--- src/rtl/multdiv_unit.sv ---
// ----------------------------------------------------------------------------
// multdiv_unit
//
// Iterative 32-bit signed multiply / divide unit with a fixed 33-cycle latency.
//
// A request is accepted on the rising edge E0 where the unit is idle and
// ctrl_MULT or ctrl_DIV is high. ctrl_MULT wins if both are high. The operands
// are captured at E0 and the inputs are ignored afterwards. The unit then runs
// 32 iterations (E1..E32), one bit per cycle, on the operand magnitudes. At E33
// it registers the signed result and the exception flag and pulses
// data_resultRDY for one cycle. A new request may be accepted at E34, the edge
// that ends the data_resultRDY cycle.
//
// Handshake: there is no backpressure. A request is accepted exactly when it is
// sampled high on a rising edge while busy is low. Requests sampled while busy
// is high are dropped. data_resultRDY is a one-cycle strobe that qualifies
// data_result and data_exception. Both of those hold their value until the next
// completion or reset.
//
// Ports
//   clk             in   clock; all state changes on the rising edge
//   clr             in   asynchronous active-high reset
//   data_operandA   in   32  signed multiplicand / dividend
//   data_operandB   in   32  signed multiplier / divisor
//   ctrl_MULT       in   start-multiply request
//   ctrl_DIV        in   start-divide request
//   data_result     out  32  registered result (product low word or quotient)
//   data_exception  out  registered overflow / divide-by-zero flag
//   data_resultRDY  out  one-cycle completion strobe
//   busy            out  high while an operation is in flight
//   o_dbg_state     out  2   current FSM state (0 IDLE, 1 MUL, 2 DIV)
// ----------------------------------------------------------------------------
module multdiv_unit (
  input  logic        clk,
  input  logic        clr,
  input  logic [31:0] data_operandA,
  input  logic [31:0] data_operandB,
  input  logic        ctrl_MULT,
  input  logic        ctrl_DIV,
  output logic [31:0] data_result,
  output logic        data_exception,
  output logic        data_resultRDY,
  output logic        busy,
  output logic [1:0]  o_dbg_state
);

  typedef enum logic [1:0] {
    ST_IDLE = 2'd0,
    ST_MUL  = 2'd1,
    ST_DIV  = 2'd2
  } state_t;

  // Iteration count at which the completion edge happens (after 32 iterations).
  localparam logic [5:0] LAST_COUNT = 6'd32;

  state_t      r_state;
  state_t      w_next_state;
  logic [5:0]  r_count;

  // Operands as captured at E0, kept for the divide special cases.
  logic [31:0] r_op_a;
  logic [31:0] r_op_b;
  logic        r_neg;      // result sign: operand signs differ

  // Multiply working registers (shift-add on magnitudes).
  logic [63:0] r_acc;
  logic [63:0] r_mcand;
  logic [31:0] r_mplier;

  // Divide working registers (restoring division on magnitudes).
  // r_quo starts as the dividend magnitude. Each step shifts a dividend bit
  // out of the top and shifts a quotient bit in at the bottom.
  logic [31:0] r_rem;
  logic [31:0] r_quo;
  logic [31:0] r_divisor;

  // Output registers.
  logic [31:0] r_result;
  logic        r_exc;
  logic        r_rdy;

  // FSM decode strobes.
  logic        w_start_mul;
  logic        w_start_div;
  logic        w_iterate;
  logic        w_finish;

  // Datapath wires.
  logic [31:0] w_mag_a;
  logic [31:0] w_mag_b;
  logic [63:0] w_mul_acc_next;
  logic [63:0] w_product;
  logic        w_mul_ovf;
  logic [33:0] w_div_shift;
  logic [33:0] w_div_diff;
  logic        w_div_fits;
  logic [31:0] w_quotient;
  logic        w_div_by_zero;
  logic        w_div_ovf;
  logic        w_unused;

  // --------------------------------------------------------------------------
  // Operand magnitudes. 0x80000000 maps to 0x80000000, which is read as the
  // unsigned value 2^31, so no intermediate overflow occurs.
  // --------------------------------------------------------------------------
  assign w_mag_a = data_operandA[31] ? (~data_operandA + 32'd1) : data_operandA;
  assign w_mag_b = data_operandB[31] ? (~data_operandB + 32'd1) : data_operandB;

  // --------------------------------------------------------------------------
  // FSM: state register
  // --------------------------------------------------------------------------
  always_ff @(posedge clk or posedge clr) begin
    if (clr) begin
      r_state <= ST_IDLE;
    end else begin
      r_state <= w_next_state;
    end
  end

  // --------------------------------------------------------------------------
  // FSM: next state and decode strobes
  // --------------------------------------------------------------------------
  always_comb begin
    w_next_state = r_state;
    w_start_mul  = 1'b0;
    w_start_div  = 1'b0;
    w_iterate    = 1'b0;
    w_finish     = 1'b0;
    case (r_state)
      ST_IDLE: begin
        if (ctrl_MULT) begin
          w_start_mul  = 1'b1;
          w_next_state = ST_MUL;
        end else if (ctrl_DIV) begin
          w_start_div  = 1'b1;
          w_next_state = ST_DIV;
        end
      end
      ST_MUL, ST_DIV: begin
        // Requests are ignored here. The operation runs to completion.
        if (r_count == LAST_COUNT) begin
          w_finish     = 1'b1;
          w_next_state = ST_IDLE;
        end else begin
          w_iterate = 1'b1;
        end
      end
      default: begin
        w_next_state = ST_IDLE;
      end
    endcase
  end

  // --------------------------------------------------------------------------
  // Multiply step and final sign / overflow
  // --------------------------------------------------------------------------
  assign w_mul_acc_next = r_mplier[0] ? (r_acc + r_mcand) : r_acc;
  assign w_product      = r_neg ? (~r_acc + 64'd1) : r_acc;
  // Signed overflow when the product does not fit in 32 bits.
  // That happens when bits 63..31 are not all equal.
  assign w_mul_ovf      = ~((&w_product[63:31]) | ~(|w_product[63:31]));

  // --------------------------------------------------------------------------
  // Divide step: shift the next dividend bit into the partial remainder, then
  // try a subtraction. A non-negative difference means the quotient bit is 1.
  // The shifted remainder can need 33 bits, so the arithmetic is 34 bits wide.
  // That leaves a sign bit for the borrow.
  // --------------------------------------------------------------------------
  assign w_div_shift = {1'b0, r_rem, r_quo[31]};
  assign w_div_diff  = w_div_shift - {2'b00, r_divisor};
  assign w_div_fits  = ~w_div_diff[33];
  // After a successful subtraction the remainder is below the divisor, so it
  // fits in 32 bits. Bit 32 of the difference is always zero.
  assign w_unused    = w_div_diff[32];

  assign w_quotient    = r_neg ? (~r_quo + 32'd1) : r_quo;
  assign w_div_by_zero = (r_op_b == 32'd0);
  assign w_div_ovf     = (r_op_a == 32'h8000_0000) && (r_op_b == 32'hFFFF_FFFF);

  // --------------------------------------------------------------------------
  // Datapath registers
  // --------------------------------------------------------------------------
  always_ff @(posedge clk or posedge clr) begin
    if (clr) begin
      r_count   <= 6'd0;
      r_op_a    <= 32'd0;
      r_op_b    <= 32'd0;
      r_neg     <= 1'b0;
      r_acc     <= 64'd0;
      r_mcand   <= 64'd0;
      r_mplier  <= 32'd0;
      r_rem     <= 32'd0;
      r_quo     <= 32'd0;
      r_divisor <= 32'd0;
      r_result  <= 32'd0;
      r_exc     <= 1'b0;
      r_rdy     <= 1'b0;
    end else begin
      r_rdy <= 1'b0;
      if (w_start_mul || w_start_div) begin
        r_count   <= 6'd0;
        r_op_a    <= data_operandA;
        r_op_b    <= data_operandB;
        r_neg     <= data_operandA[31] ^ data_operandB[31];
        r_acc     <= 64'd0;
        r_mcand   <= {32'd0, w_mag_a};
        r_mplier  <= w_mag_b;
        r_rem     <= 32'd0;
        r_quo     <= w_mag_a;
        r_divisor <= w_mag_b;
      end else if (w_iterate) begin
        r_count <= r_count + 6'd1;
        if (r_state == ST_MUL) begin
          r_acc    <= w_mul_acc_next;
          r_mcand  <= {r_mcand[62:0], 1'b0};
          r_mplier <= {1'b0, r_mplier[31:1]};
        end else begin
          r_rem <= w_div_fits ? w_div_diff[31:0] : w_div_shift[31:0];
          r_quo <= {r_quo[30:0], w_div_fits};
        end
      end else if (w_finish) begin
        r_count <= 6'd0;
        r_rdy   <= 1'b1;
        if (r_state == ST_MUL) begin
          r_result <= w_product[31:0];
          r_exc    <= w_mul_ovf;
        end else if (w_div_by_zero) begin
          r_result <= 32'd0;
          r_exc    <= 1'b1;
        end else if (w_div_ovf) begin
          r_result <= 32'h8000_0000;
          r_exc    <= 1'b1;
        end else begin
          r_result <= w_quotient;
          r_exc    <= 1'b0;
        end
      end
    end
  end

  // --------------------------------------------------------------------------
  // Outputs
  // --------------------------------------------------------------------------
  assign data_result    = r_result;
  assign data_exception = r_exc;
  assign data_resultRDY = r_rdy;
  assign busy           = (r_state != ST_IDLE);
  assign o_dbg_state    = r_state;

endmodule
--- config.mk ---
export PLATFORM = sky130hd
export DESIGN_NAME = multdiv_unit
export DESIGN_NICKNAME = d
export VERILOG_FILES = /design/src/rtl/multdiv_unit.sv
export SDC_FILE = /design/constraint.sdc
export NUM_CORES = 1
export LEC_CHECK = 0
export CAP_MARGIN = 5
export CORE_MARGIN = 4
export CORE_UTILIZATION = 50
export DETAILED_ROUTE_END_ITERATION = 8
export DONT_BUFFER_PORTS = 1
export PLACE_DENSITY = 0.72
export SETUP_SLACK_MARGIN = 0.1
export SLEW_MARGIN = 25
export SYNTH_ARGS = -nofsm -noshare
export SYNTH_HDL_FRONTEND = slang
export SYNTH_SLANG_ARGS = --single-unit
--- constraint.sdc ---
create_clock -name clk -period 19.3 [get_ports clk]
set_input_delay 4.825 -clock clk [delete_from_list [all_inputs] [get_ports clk]]
set_output_delay 4.825 -clock clk [all_outputs]
set_load 0.05 [all_outputs]
# --- Word level (Yosys, flattened, before mapping) ---
# Cells that the tools add are included.
word_totals:
  mem_bits_ro: 0
  n_memories: 0
  ramBits: 0
  ff_bits: 363
  latch_bits: 0
op_classes:
  mul: 0
  div_mod_pow: 0
  n_lt_le_gt_ge: 0
  n_reduce_logical: 17
  bitwise: 11
  n_shift: 0
  eq_ne: 8
  n_mux: 46
  add_sub_neg: 7
ops:
  columns: ["operator", "count"]
  rows:
  - ["$mux W32", 16]
  - ["$mux W64", 8]
  - ["$add A32 B1 Y32 const B", 3]
  - ["$not A32 Y32", 3]
  - ["$add A64 B1 Y64 const B", 1]
  - ["$add A64 B64 Y64", 1]
  - ["$eq A32 B32 Y1 const B", 2]
  - ["$not A64 Y64", 1]
  - ["$sub A33 B32 Y34", 1]
  - ["$reduce_and A33 Y1", 1]
  - ["$reduce_or A33 Y1", 1]
  - ["$logic_not A32 Y1", 1]
  - ["$mux W6", 3]
  - ["$mux W1", 15]
  - ["$reduce_bool A2 Y1", 4]
  - ["$add A6 B1 Y6 const B", 1]
  - ["$eq A6 B6 Y1 const B", 1]
  - ["$mux W2", 3]
  - ["$reduce_and A2 Y1", 3]
  - ["$reduce_and A3 Y1", 2]
  - ["$not A1 Y1", 5]
  - ["$ne A2 B2 Y1 const B", 2]
  - ["$pmux W2 S2", 1]
  - ["$ne A3 B3 Y1 const B", 1]
  - ["9 further kinds", 9]

# --- Depth between registers and ports, before layout ---
depth:
  word_depth: 8
  depth_mapped: 15
  depth_no_buf: 15

# --- Worst setup path before layout ---
# No wires, ideal clock.
synth_path:
  kind: "input-to-reg"
  startpoint: "input port data_operandA[9]"
  endpoint: "register r_quo[29]"
  required_time_ps: 19179
  arrival_ps: 7700
  setup_time_ps: 121
  n_path_buf: 1
  cell_stages: 11
  slack_ps: 11479
  path_cell_list: "or4_1 or3_1 or3_1 clkbuf_1 or4_1 or3_1 o31ai_1 xnor2_1 nor2_1 nor2_1 o22a_1"
synth_between:
  elab_chain_cells: 4
synth_lines:
  columns: ["element", "line", "text"]
  rows:
  - ["start: declaration", "36", "input logic [31:0] data_operandA,"]
  - ["$not A32 Y32", "106", "assign w_mag_a = data_operandA[31] ? (~data_operandA + 32'd1) : data_operandA;"]
  - ["$add A32 B1 Y32", "106", null]
  - ["$mux W32", "106", null]
  - ["$mux W32", "200", "if (w_start_mul || w_start_div) begin"]
  - ["end signal: assignment", "209", "r_quo <= w_mag_a;"]
  - ["end signal: assignment", "219", "r_quo <= {r_quo[30:0], w_div_fits};"]
  - ["end: declaration", "74", "logic [31:0] r_quo;"]
# No other way between the ends.
# A chain may end at the register's enable or synchronous reset.

# --- Final worst setup path ---
# Ends and elaborated chain as after synthesis.

==> out/qor.csv <==
stage;metric;value;unit
worst_hold_path;hold_end;r_op_a[22];
route;wirelength;67100;um
clock_network;numCtsBuffers;42;
worst_setup_path;critPathRequiredTime;19.75;ns
worst_setup_path;crit_path_end_kind;flop;
route;firstDrtPassIters;5;
synthesis;synth-seq-cells;362;
final_layout;antenna_cells;0;
sta;hold_violations;0;
floorplan;pin_count;105;
floorplan;start_util;50.6;%
synthesis;synth_edf_count;0;
synthesis;ys_async_sr_fraction;100;%
worst_setup_path;cp_max_fo;6;
clock_network;root_buffer;clkbuf_16;
clock_network;cts_tree;built;
worst_setup_path;cp-start-kind;input pin;
clock_network;clock-sinks;362;
worst_setup_path;reg2regPathDepth;12;
synthesis;synthesis.area;23500;um2
place;place_inst;3367;
synthesis;syn_avg_cell_area;8.12;um2
synthesis;synthTopCellsByArea;dfrtp_1, nand2_1, ha_1;
sta;period_minus_slack;7.58;ns
final_layout;final_cells;3440;
place;post-place-ws;11.15;ns
sta;layout_setup_ws;11.72;ns
power;power_density;179;nW/um2
route;drc;0;
global_routing;grt_usage;26.1;%
final_layout;area_growth;7.53;%
sta;worst_pin_slew;0.935;ns
power;p_leak;11.5;nW
route;viasPerCell;6.12;
floorplan;die_y;225;um
route;wl_per_cell;19.5;um
flow_run;cap_violations;0;
global_routing;grt_pass1_vias;20400;
global_routing;grt_max_degree;177;
worst_hold_path;hold_class;reg -> reg;
sta;maxSlewViolCount;0;
final_layout;drive_above_1_share;4.59;%
route;vias;21100;
synthesis;synth-main-ff-cell;dfrtp_1;
synthesis;synthCells;2899;
synthesis;synth_common_cells;nand2_1, dfrtp_1, nor2_1;
worst_setup_path;r2r_setup_slack;14.23;ns
worst_setup_path;crit_type;in -> reg;
global_routing;grt_pass1_wl;108000;um
final_layout;layout.nets;2978;
sta;fmax;0.132;GHz
worst_setup_path;r2r_start;r_acc[6];
clock_network;hold_buffers;0;
clock_network;cts_buffer_depth;3;
synthesis;yosysTopAreaCellShare;38.5;%
worst_hold_path;hp-start;r_op_a[22];
worst_hold_path;hold_path_depth;2;
route;detail-route-antenna-nets;0;
floorplan;die-width;225;um
synthesis;synthMostInstantiatedCell;nand2_1;
clock_network;ctsResizeCount;0;
global_routing;grt.overflow.total;0;
sta;fin_skew;0.0191;ns
synthesis;synth_seq_area_share;38.5;%
worst_setup_path;critPathArrivalTime;8.04;ns
place;dp_hpwl;47800;um
synthesis;yosysWarnings;0;
sta;setup_viol;0;
power;peakVddDrop;0.125;mV
synthesis;synth_fp_nets;3073;
clock_network;cts-htree-levels;2;
floorplan;rows;79;
place;portBuffers;0;
floorplan;coreArea;46600;um2
floorplan;fp.dieArea;50600;um2
clock_network;insertion_delay;0.57;ns
clock_network;post_cts_buffers;0;
sta;min_period_over_period;39.3;%
route;drt_iter0_drc;2037;
synthesis;synth_top_area_cell;dfrtp_1;
place;gp_congestion;0.944;
synthesis;ys_types;77;
sta;fin_tns_setup;0;ns
worst_setup_path;r2r_end;data_exception;
sta;max_slew_margin;37.7;%
sta;rsz0062_at_grt;no;
clock_network;clk_pin_slew;0.06;ns
run_status;status;finished clean;
global_routing;antenna_found_initial;1;
[power by group]
| group | switching, mW | internal [mW] |
|---|---|---|
| registers | 0.345 | 1.03 |
| clock network | 0.330 | 0.481 |
| logic | 1.48 | 0.879 |
[critical path, cell delays in order]
cell and delay (ns):
or4_1 0.56, or3_1 0.35, or3_1 0.52, or4_1 0.59, or3_1 0.44, o31ai_1 0.26
xnor2_1 0.10, nor2_1 0.14, nor2_1 0.08, o22a_1 0.17
[flip-flops by register name, indices dropped and copies added, names as in the netlist, 31 cells and up]
| signal | count |
|---|---|
| r_divisor | 31 |
| data_result | 32 |
| r_op_a | 32 |
| r_acc | 64 |
| r_mcand | 64 |
| r_mplier | 32 |
| r_quo | 32 |
| r_rem | 32 |
| r_op_b | 32 |
[cell type report]
cell class | count | area, um2
Fill cell | 4247 | 21200
Multi-Input combinational cell | 2307 | 13600
Sequential cell | 362 | 9060
Clock buffer | 57 | 1220
Tap cell | 607 | 759
Inverter | 68 | 263
Timing Repair Buffer | 23 | 193
Clock inverter | 16 | 171
[cells in the final DEF (no fill, tap or decap), types with 9 or more instances in the layout]
cell type and instances:
nand2_1 597, dfrtp_1 361, nor2_1 257, a21oi_1 250, o21ai_0 187, xnor2_1 127
ha_1 104, xor2_1 98, inv_1 66, a31oi_1 48, o31ai_1 47, a21o_1 46
and3_1 46, clkbuf_16 43, nand3_1 40, or4_1 37, nor3_1 33, or3_1 33
nor4_1 30, nand4_1 29, o22a_1 29, nand2b_1 22, a221oi_1 22, o41ai_1 20
buf_4 20, nor2b_1 15, mux2i_1 13, or2_2 12, and2_1 12, o21a_1 12
a211oi_1 12, o21bai_1 11, a32oi_1 9, clkbuf_8 9
[through the flow]
step / util (%) / hold WS [ns] / instance area [um2] / power, mW
after floorplan: - / 0.437 / 23500 / 3.12
after global placement: 51.3 / 0.450 / 23900 / 3.62
after detailed placement: 51.4 / 0.460 / 23900 / 3.69
after CTS: 54.3 / 0.473 / 25300 / 4.53
after global routing: 54.4 / 0.508 / 25300 / 4.87
final: 54.4 / 0.472 / 25300 / 4.54
[cell families (layout without fill, tap and decap cells)]
family	count (synthesis)	count (layout)	synth area share, %
AND/OR/NAND/NOR	1192	1192	22.7
multiplexers	16	16	0.696
XOR/XNOR	225	225	8.37
flip-flops	362	362	38.5
AO/OA/AOI/OAI	768	768	20.3
adder cells (fa/ha/maj)	106	106	5.70
buffers and inverters	230	164	3.76
[worst max path at each step]
stage / start / to / slack, ns / cells past startpoint
after floorplan: clr / data_exception / 4.43 / 1
after global placement: data_operandA[9] / r_quo[29] / 11.20 / 10
after detailed placement: data_operandA[9] / r_quo[29] / 11.15 / 10
after CTS: data_operandA[9] / r_quo[29] / 11.75 / 10
after global routing: data_operandA[9] / r_quo[29] / 11.58 / 10
final: data_operandA[9] / r_quo[29] / 11.72 / 10
[per-layer routing]
| layer | up-vias | GRT usage [%] | wire, um |
|---|---|---|---|
| li1 | 10000 | - | - |
| met1 | 10200 | 34.4 | 29000 |
| met2 | 673 | 43.4 | 31800 |
| met3 | 167 | 3.96 | 3890 |
| met4 | 2 | 10.2 | 2380 |
| met5 | - | 0 | 13 |
Note: power is estimated with default switching activity, not from simulation.
